File: src/rtl/process_sequencer_if.sv
`default_nettype none
// ============================================================================
// process_sequencer_if
// Command handshake, datapath drive/return and status bundle for the sequencer.
// Revision: 1.0
// ============================================================================
interface process_sequencer_if;
  logic       cmd_valid;
  logic [1:0] cmd_b;
  logic       cmd_ready;
  logic       clr;
  logic       f1;
  logic       f0;
  logic       l;
  logic       N;
  logic       r1;
  logic       r0;
  logic       b1;
  logic       b0;
  logic [1:0] level;
  logic       done;
  logic       err;
  logic [7:0] step_count;
  logic [7:0] max_hits;

  // Sequencer side
  modport slave (
    input  cmd_valid, cmd_b, clr, f1, f0, l,
    output cmd_ready, N, r1, r0, b1, b0, level, done, err, step_count, max_hits
  );

  // Upstream issuer plus datapath side
  modport master (
    output cmd_valid, cmd_b, clr, f1, f0, l,
    input  cmd_ready, N, r1, r0, b1, b0, level, done, err, step_count, max_hits
  );
endinterface
`default_nettype wire

File: src/rtl/process_sequencer.sv
`default_nettype none
// ============================================================================
// process_sequencer
// Drives the level-update datapath one accepted command at a time and tracks
// step/top-level statistics and light faults.
// Revision: 1.0
// ============================================================================
module process_sequencer #(
  parameter int SETTLE_CYCLES = 1
) (
  input  logic                clk,
  input  logic                rst,
  process_sequencer_if.slave  bus
);

  typedef enum logic [1:0] {
    ST_IDLE    = 2'd0,
    ST_DRIVE   = 2'd1,
    ST_CAPTURE = 2'd2,
    ST_DONE    = 2'd3
  } state_t;

  localparam logic [3:0] c_settle = 4'(SETTLE_CYCLES);

  state_t     r_state, w_state_next;
  logic [1:0] r_level, w_level_next;
  logic [1:0] r_b, w_b_next;
  logic [3:0] r_settle, w_settle_next;
  logic       r_err, w_err_next;
  logic [7:0] r_step_count, w_step_count_next;
  logic [7:0] r_max_hits, w_max_hits_next;

  always_ff @(posedge clk or posedge rst) begin
    if (rst) begin
      r_state <= ST_IDLE;
    end else begin
      r_state <= w_state_next;
    end
  end

  always_ff @(posedge clk or posedge rst) begin
    if (rst) begin
      r_level      <= 2'd0;
      r_b          <= 2'd0;
      r_settle     <= 4'd0;
      r_err        <= 1'b0;
      r_step_count <= 8'd0;
      r_max_hits   <= 8'd0;
    end else begin
      r_level      <= w_level_next;
      r_b          <= w_b_next;
      r_settle     <= w_settle_next;
      r_err        <= w_err_next;
      r_step_count <= w_step_count_next;
      r_max_hits   <= w_max_hits_next;
    end
  end

  always_comb begin
    w_state_next      = r_state;
    w_level_next      = r_level;
    w_b_next          = r_b;
    w_settle_next     = r_settle;
    w_err_next        = r_err;
    w_step_count_next = r_step_count;
    w_max_hits_next   = r_max_hits;
    case (r_state)
      ST_IDLE: begin
        // A command takes priority over a simultaneous clear
        if (bus.cmd_valid) begin
          w_b_next      = bus.cmd_b;
          w_settle_next = c_settle;
          w_state_next  = ST_DRIVE;
        end else if (bus.clr) begin
          w_level_next = 2'd0;
        end
      end
      ST_DRIVE: begin
        if (r_settle <= 4'd1) begin
          w_state_next = ST_CAPTURE;
        end else begin
          w_settle_next = r_settle - 4'd1;
        end
      end
      ST_CAPTURE: begin
        if (bus.l) begin
          w_level_next = {bus.f1, bus.f0};
        end else begin
          w_err_next = 1'b1;
        end
        w_state_next = ST_DONE;
      end
      ST_DONE: begin
        if (r_step_count != 8'hFF) begin
          w_step_count_next = r_step_count + 8'd1;
        end
        if ((r_level == 2'd3) && (r_max_hits != 8'hFF)) begin
          w_max_hits_next = r_max_hits + 8'd1;
        end
        w_state_next = ST_IDLE;
      end
      default: w_state_next = ST_IDLE;
    endcase
  end

  assign bus.cmd_ready  = (r_state == ST_IDLE);
  assign bus.N          = (r_state == ST_IDLE) || (r_state == ST_DONE);
  assign bus.done       = (r_state == ST_DONE);
  assign bus.r1         = r_level[1];
  assign bus.r0         = r_level[0];
  assign bus.b1         = r_b[1];
  assign bus.b0         = r_b[0];
  assign bus.level      = r_level;
  assign bus.err        = r_err;
  assign bus.step_count = r_step_count;
  assign bus.max_hits   = r_max_hits;

endmodule
`default_nettype wire
File: src/flat_wrapper.sv
// flat-port wrapper written by rule: the top's interface ports become plain ports
module process_sequencer_flat 
#(
  parameter int SETTLE_CYCLES = 1
)
  (clk, rst, bus_cmd_valid, bus_cmd_b, bus_clr, bus_f1, bus_f0, bus_l, bus_cmd_ready, bus_N, bus_r1, bus_r0, bus_b1, bus_b0, bus_level, bus_done, bus_err, bus_step_count, bus_max_hits);
  process_sequencer_if bus_i ();
  input  logic clk;
  input  logic rst;
  input wire logic [$bits(bus_i.cmd_valid)-1:0] bus_cmd_valid;
  input wire logic [$bits(bus_i.cmd_b)-1:0] bus_cmd_b;
  input wire logic [$bits(bus_i.clr)-1:0] bus_clr;
  input wire logic [$bits(bus_i.f1)-1:0] bus_f1;
  input wire logic [$bits(bus_i.f0)-1:0] bus_f0;
  input wire logic [$bits(bus_i.l)-1:0] bus_l;
  output wire logic [$bits(bus_i.cmd_ready)-1:0] bus_cmd_ready;
  output wire logic [$bits(bus_i.N)-1:0] bus_N;
  output wire logic [$bits(bus_i.r1)-1:0] bus_r1;
  output wire logic [$bits(bus_i.r0)-1:0] bus_r0;
  output wire logic [$bits(bus_i.b1)-1:0] bus_b1;
  output wire logic [$bits(bus_i.b0)-1:0] bus_b0;
  output wire logic [$bits(bus_i.level)-1:0] bus_level;
  output wire logic [$bits(bus_i.done)-1:0] bus_done;
  output wire logic [$bits(bus_i.err)-1:0] bus_err;
  output wire logic [$bits(bus_i.step_count)-1:0] bus_step_count;
  output wire logic [$bits(bus_i.max_hits)-1:0] bus_max_hits;
  assign bus_i.cmd_valid = bus_cmd_valid;
  assign bus_i.cmd_b = bus_cmd_b;
  assign bus_i.clr = bus_clr;
  assign bus_i.f1 = bus_f1;
  assign bus_i.f0 = bus_f0;
  assign bus_i.l = bus_l;
  assign bus_cmd_ready = bus_i.cmd_ready;
  assign bus_N = bus_i.N;
  assign bus_r1 = bus_i.r1;
  assign bus_r0 = bus_i.r0;
  assign bus_b1 = bus_i.b1;
  assign bus_b0 = bus_i.b0;
  assign bus_level = bus_i.level;
  assign bus_done = bus_i.done;
  assign bus_err = bus_i.err;
  assign bus_step_count = bus_i.step_count;
  assign bus_max_hits = bus_i.max_hits;
  process_sequencer #(.SETTLE_CYCLES(SETTLE_CYCLES)) u_core (.clk(clk), .rst(rst), .bus(bus_i));
endmodule
File: config.mk
export PLATFORM = sky130hd
export DESIGN_NAME = process_sequencer_flat
export DESIGN_NICKNAME = d
export VERILOG_FILES = /design/src/rtl/process_sequencer_if.sv /design/src/rtl/process_sequencer.sv /design/src/flat_wrapper.sv
export SDC_FILE = /design/constraint.sdc
export NUM_CORES = 1
export LEC_CHECK = 0
export ABC_AREA = 1
export CAP_MARGIN = 20
export CELL_PAD_IN_SITES_DETAIL_PLACEMENT = 0
export CELL_PAD_IN_SITES_GLOBAL_PLACEMENT = 1
export CORE_MARGIN = 2
export CORE_UTILIZATION = 39
export CTS_CLUSTER_SIZE = 14
export DETAILED_ROUTE_END_ITERATION = 16
export PLACE_DENSITY_LB_ADDON = 0.12
export SYNTH_ARGS = -nofsm -noshare
export SYNTH_HDL_FRONTEND = slang
export SYNTH_SLANG_ARGS = --single-unit
File: constraint.sdc
create_clock -name clk -period 2.2 [get_ports clk]
set_input_delay 0.22 -clock clk [delete_from_list [all_inputs] [get_ports clk]]
set_output_delay 0.22 -clock clk [all_outputs]
set_load 0.01 [all_outputs]
# Word-level counts from Yosys, hierarchy flattened
# Cells that the tools add are included.
# word_totals
register_bits	27
input_bits	9
out_inout_bits	26
# op_classes
magnitude_cmp	1
addsub	3
n_reduce_logical	12
n_eq_ne	12
bitwise	1
muxes	10
# ops
operator	count
$add 8x1->8 const B	2
$ne 8x8->1 const B	2
$mux 2	5
$ne 2x2->1 const B	5
$reduce_and 2->1	5
$mux 4	2
$pmux 2 s4	1
$pmux 4 s2	1
$eq 2x2->1 const B	3
$le 4x1->1 const B	1
$pmux 2 s2	1
$reduce_and 4->1	1
$reduce_bool 2->1	2
$sub 4x1->4 const B	1
$reduce_and 3->1	1
$eq 2x1->1 const B	1
$logic_not 2->1	1
$ne 2x1->1 const B	1
$logic_and 1x1->1	1
$logic_or 1x1->1	1
$not 1->1	1

# Longest topological paths before layout
# depth
ltp_word	3
depth_mapped	9
ltp_nobuf	9

# Worst setup path before layout
# No wires, ideal clock.
# synth_path
path_kind	register to register
start	register u_core.r_state[0]
end	register u_core.r_settle[0]
slack_ns	0.847
arrival_ns	1.227
synth_period_minus_slack_ns	1.353
setup_time_ns	0.126
stages_incl_launch_ff	8
required_time_ns	2.074
path_cell_list	dfrtp_1 > inv_1 > ha_1 > inv_1 > nor2_1 > inv_1 > nand3_1 > mux2i_1
# synth_between
elab_chain_len	3
elab_cells_between_ends	7
classes_between	eq/ne (3); mux (1); reduce/logical (3)
# synth_rtl
item	line	text
start, declared	process_sequencer.sv:25	state_t r_state, w_state_next;
start signal, assigned	process_sequencer.sv:37	r_state <= w_state_next;
$logic_not 2->1 (*)	--	
named net bus_cmd_ready	flat_wrapper.sv:16	output wire logic [$bits(bus_i.cmd_ready)-1:0] bus_cmd_ready;
$ne 2x2->1 (no line) or $reduce_bool 2->1 (tied branches)	--	
$reduce_and 3->1 (no line)	--	
end signal, assigned	process_sequencer.sv:52	r_settle <= w_settle_next;
end, declared	process_sequencer.sv:28	logic [3:0] r_settle, w_settle_next;
# Mark *: on every way through the listed nets, which the timed path passes. The rest lies on a longest branch.
# A chain may end at the register's enable or synchronous reset.

# Worst setup path after layout
# layout_path
start	register u_core.r_state[0]
end	output bus_N
# layout_between
elab_chain_len	2
elab_cells_between_ends	3
classes_between	eq/ne (1); reduce/logical (2)
# layout_rtl
item	line	text
$eq 2x2->1 or $logic_not 2->1 (tied branches)	process_sequencer.sv:107	assign bus.N = (r_state == ST_IDLE) || (r_state == ST_DONE);
$logic_or 1x1->1 (*)	process_sequencer.sv:107	
end, declared	flat_wrapper.sv:17	output wire logic [$bits(bus_i.N)-1:0] bus_N;
# Every way passes the cells marked *; elsewhere a longest branch is shown, timed or not.

==> impl_metrics.json <==
{
  "synth_seq_area_share": 0.433,
  "grt_pass1_wl_um": 5530,
  "synth_area_per_cell_um2": 7.65,
  "synthFlopType": "dfrtp_1",
  "insertion_delay_ns": 0.28,
  "postCtsResizedCells": 0,
  "postCtsSetupBuffers": 0,
  "h-tree-depth": 1,
  "min_path_type": "in -> async",
  "clkSinkCount": 27,
  "outcome": "finished clean",
  "peakVddDrop_mv": 0.575,
  "drc": 0,
  "fin_crit_ns": 1.91,
  "n_fill_cell": 370,
  "cts_root_buffer": "clkbuf_8",
  "clock.fmax_mhz": 525,
  "syn_to_final_growth_pct": 28.1,
  "max-cap-violations": 0,
  "drive_gt1_frac": 0.0622,
  "crit_path_end_kind": "primary output",
  "synthDistinctLibCells": 23,
  "wirelength_um": 3220,
  "hold_buffers": 0,
  "start_util": 0.417,
  "grt_pass1_vias": 1270,
  "cts_buffers": 3,
  "synth-seq-cells": 27,
  "seq_area_um2": 676,
  "dpl.hpwl_um": 2490,
  "cts_tree": "done",
  "max-clock-path-buffers": 2,
  "fin_cells": 289,
  "p_per_area_nw_per_um2": 1070,
  "globalplace.congestion": 0.859,
  "seq_power_share": 0.367,
  "layout_common_cells": "nand2_1 (78), clkdlybuf4s50_1 (34), inv_1 (27), dfrtp_1 (27), nor2_1 (13)",
  "start_kind": "flop",
  "fp.dieH_um": 67.3,
  "p_switching_w": 0.000864,
  "tightest_slew_ns": 0.414,
  "multi_input_area_um2": 761,
  "grt_max_degree": 28,
  "vias": 1369,
  "p_comb_frac": 0.492,
  "drt_iter0_drc": 89,
  "io_pins": 35,
  "power.internal_w": 0.00127,
  "viasPerCell": 4.74,
  "clkTransAtPathRegs_ns": 0.10,
  "drtAntennaViolNets": 0,
  "coreArea_um2": 3740,
  "synthArstFlopShare": 1.00,
  "num_rows": 22,
  "fin_worst_skew_ns": 0.00186,
  "slew_viol_final": 0,
  "finalSetupTns_ns": 0,
  "p_clk_frac": 0.141,
  "cp.required_ns": 1.98,
  "synth_fp_nets": 221,
  "antenna_found_initial": 0,
  "leakagePower_nw": 0.944,
  "io_buffer_count": 34,
  "netlist_area_um2": 1560,
  "yosysWarnings": 0,
  "cp.arrival_ns": 1.69,
  "crit_path_max_fanout": 4,
  "critPathKind": "reg -> out",
  "synth_edf_count": 0,
  "dr.pass1.iters": 4,
  "timing.final.crit_share": 0.866,
  "grt.total_usage": 0.160,
  "relSlewSlack": 0.724,
  "synth_cells": 204,
  "dieArea_um2": 4520,
  "p_sw_frac": 0.405,
  "fin_nets": 259,
  "final_common_cell": "nand2_1",
  "diodes": 0,
  "dp.cells": 285,
  "overflow": 0,
  "setup_violations": 0,
  "rsz0062_at_grt": "false",
  "hold_violations": 0,
  "die_w_um": 67.3,
  "wl_per_cell_um": 11.1
}
==> registers in the layout (all words and copies together) (netlist names) <==
register               flops
u_core.r_state             2
u_core.bus.step_count      8
u_core.r_settle            4
u_core.bus.max_hits        8
u_core.bus.err             1
u_core.r_b                 2
u_core.bus.level           2
==> critical path: stages (launching register included) <==
cell and delay, ns:
dfrtp_1 0.42, inv_1 0.09, ha_1 0.29, inv_1 0.08
clkdlybuf4s50_1 0.54
==> Yosys cell counts, types with 2 or more instances <==
| cell | instances | area share |
|---|---|---|
| buf_4 | 2 | 0.0096 |
| dfrtp_1 | 27 | 0.43 |
| ha_1 | 8 | 0.064 |
| inv_1 | 27 | 0.065 |
| inv_2 | 2 | 0.0048 |
| mux2_2 | 2 | 0.014 |
| nand2_1 | 78 | 0.19 |
| nand2_2 | 2 | 0.0080 |
| nand3_1 | 11 | 0.035 |
| nand3b_1 | 2 | 0.0096 |
| nand4_1 | 5 | 0.020 |
| nor2_1 | 13 | 0.031 |
| nor2_2 | 2 | 0.0080 |
| nor3_1 | 2 | 0.0064 |
| o21ai_0 | 8 | 0.026 |
| xnor2_1 | 5 | 0.028 |
| xor2_1 | 2 | 0.011 |
==> power groups by stage <==
stage	Clock (W)	Combinational [W]	Sequential, W
after global routing	0.000328	0.00119	0.000806
after floorplan	0	0.000618	0.000801
after global placement	0	0.00104	0.000781
final	0.000301	0.00105	0.000782
after CTS	0.000304	0.00107	0.000785
after detailed placement	0	0.00105	0.000794
==> path summary, 6_finish.rpt <==
check | startpoint | to | slack [ns] | depth (start not counted)
worst min register to register | u_core.bus.err | u_core.bus.err | 0.47 | 2
min in group clk | u_core.bus.err | u_core.bus.err | 0.47 | 2
worst max-delay path | u_core.r_state[0] | bus_N | 0.29 | 4
worst max register to register | u_core.r_state[1] | u_core.r_settle[1] | 0.70 | 8
worst min-delay path | rst | u_core.r_settle[1] | 0.29 | 3
max in group asynchronous | rst | u_core.bus.step_count[2] | 1.66 | 3
==> layer usage <==
metal / vias up / global-route usage / part of all wire / routed length, um
met3: 6 / 0.0267 / 0.048 / 154
met2: 35 / 0.269 / 0.48 / 1540
met4: 0 / 0.0638 / 0.013 / 42
met5: - / 0 / 0 / 0
met1: 628 / 0.204 / 0.46 / 1480
li1: 700 / - / - / -
==> logic make-up after synthesis <==
| group | synth area share |
|---|---|
| XOR/XNOR | 0.0497 |
| buffers and inverters | 0.0794 |
| AO/OA/AOI/OAI | 0.0321 |
| adder cells (fa/ha/maj) | 0.0642 |
| flip-flops | 0.433 |
| multiplexers | 0.0208 |
| AND/OR/NAND/NOR | 0.321 |
==> through the flow <==
step | hold WS, ns | instance area, um2 | util | total power [W] | setup WS (ns)
final | 0.291 | 2000 | 0.534 | 0.00213 | 0.294
after floorplan | 0.273 | 1560 | - | 0.00142 | 0.847
after global placement | 0.452 | 1950 | 0.522 | 0.00182 | 0.656
after detailed placement | 0.453 | 1950 | 0.522 | 0.00185 | 0.601
after global routing | 0.346 | 2000 | 0.534 | 0.00232 | 0.199
after CTS | 0.306 | 2000 | 0.534 | 0.00216 | 0.280
==> layout make-up <==
class | instances | share of cell area
multi-input combinational | 146 | 0.381
inverter | 29 | 0.0545
timing repair buffer | 35 | 0.174
sequential | 27 | 0.338
tap | 48 | 0.0301
clock buffer | 4 | 0.0225
Power figures use the tool's default switching activity.
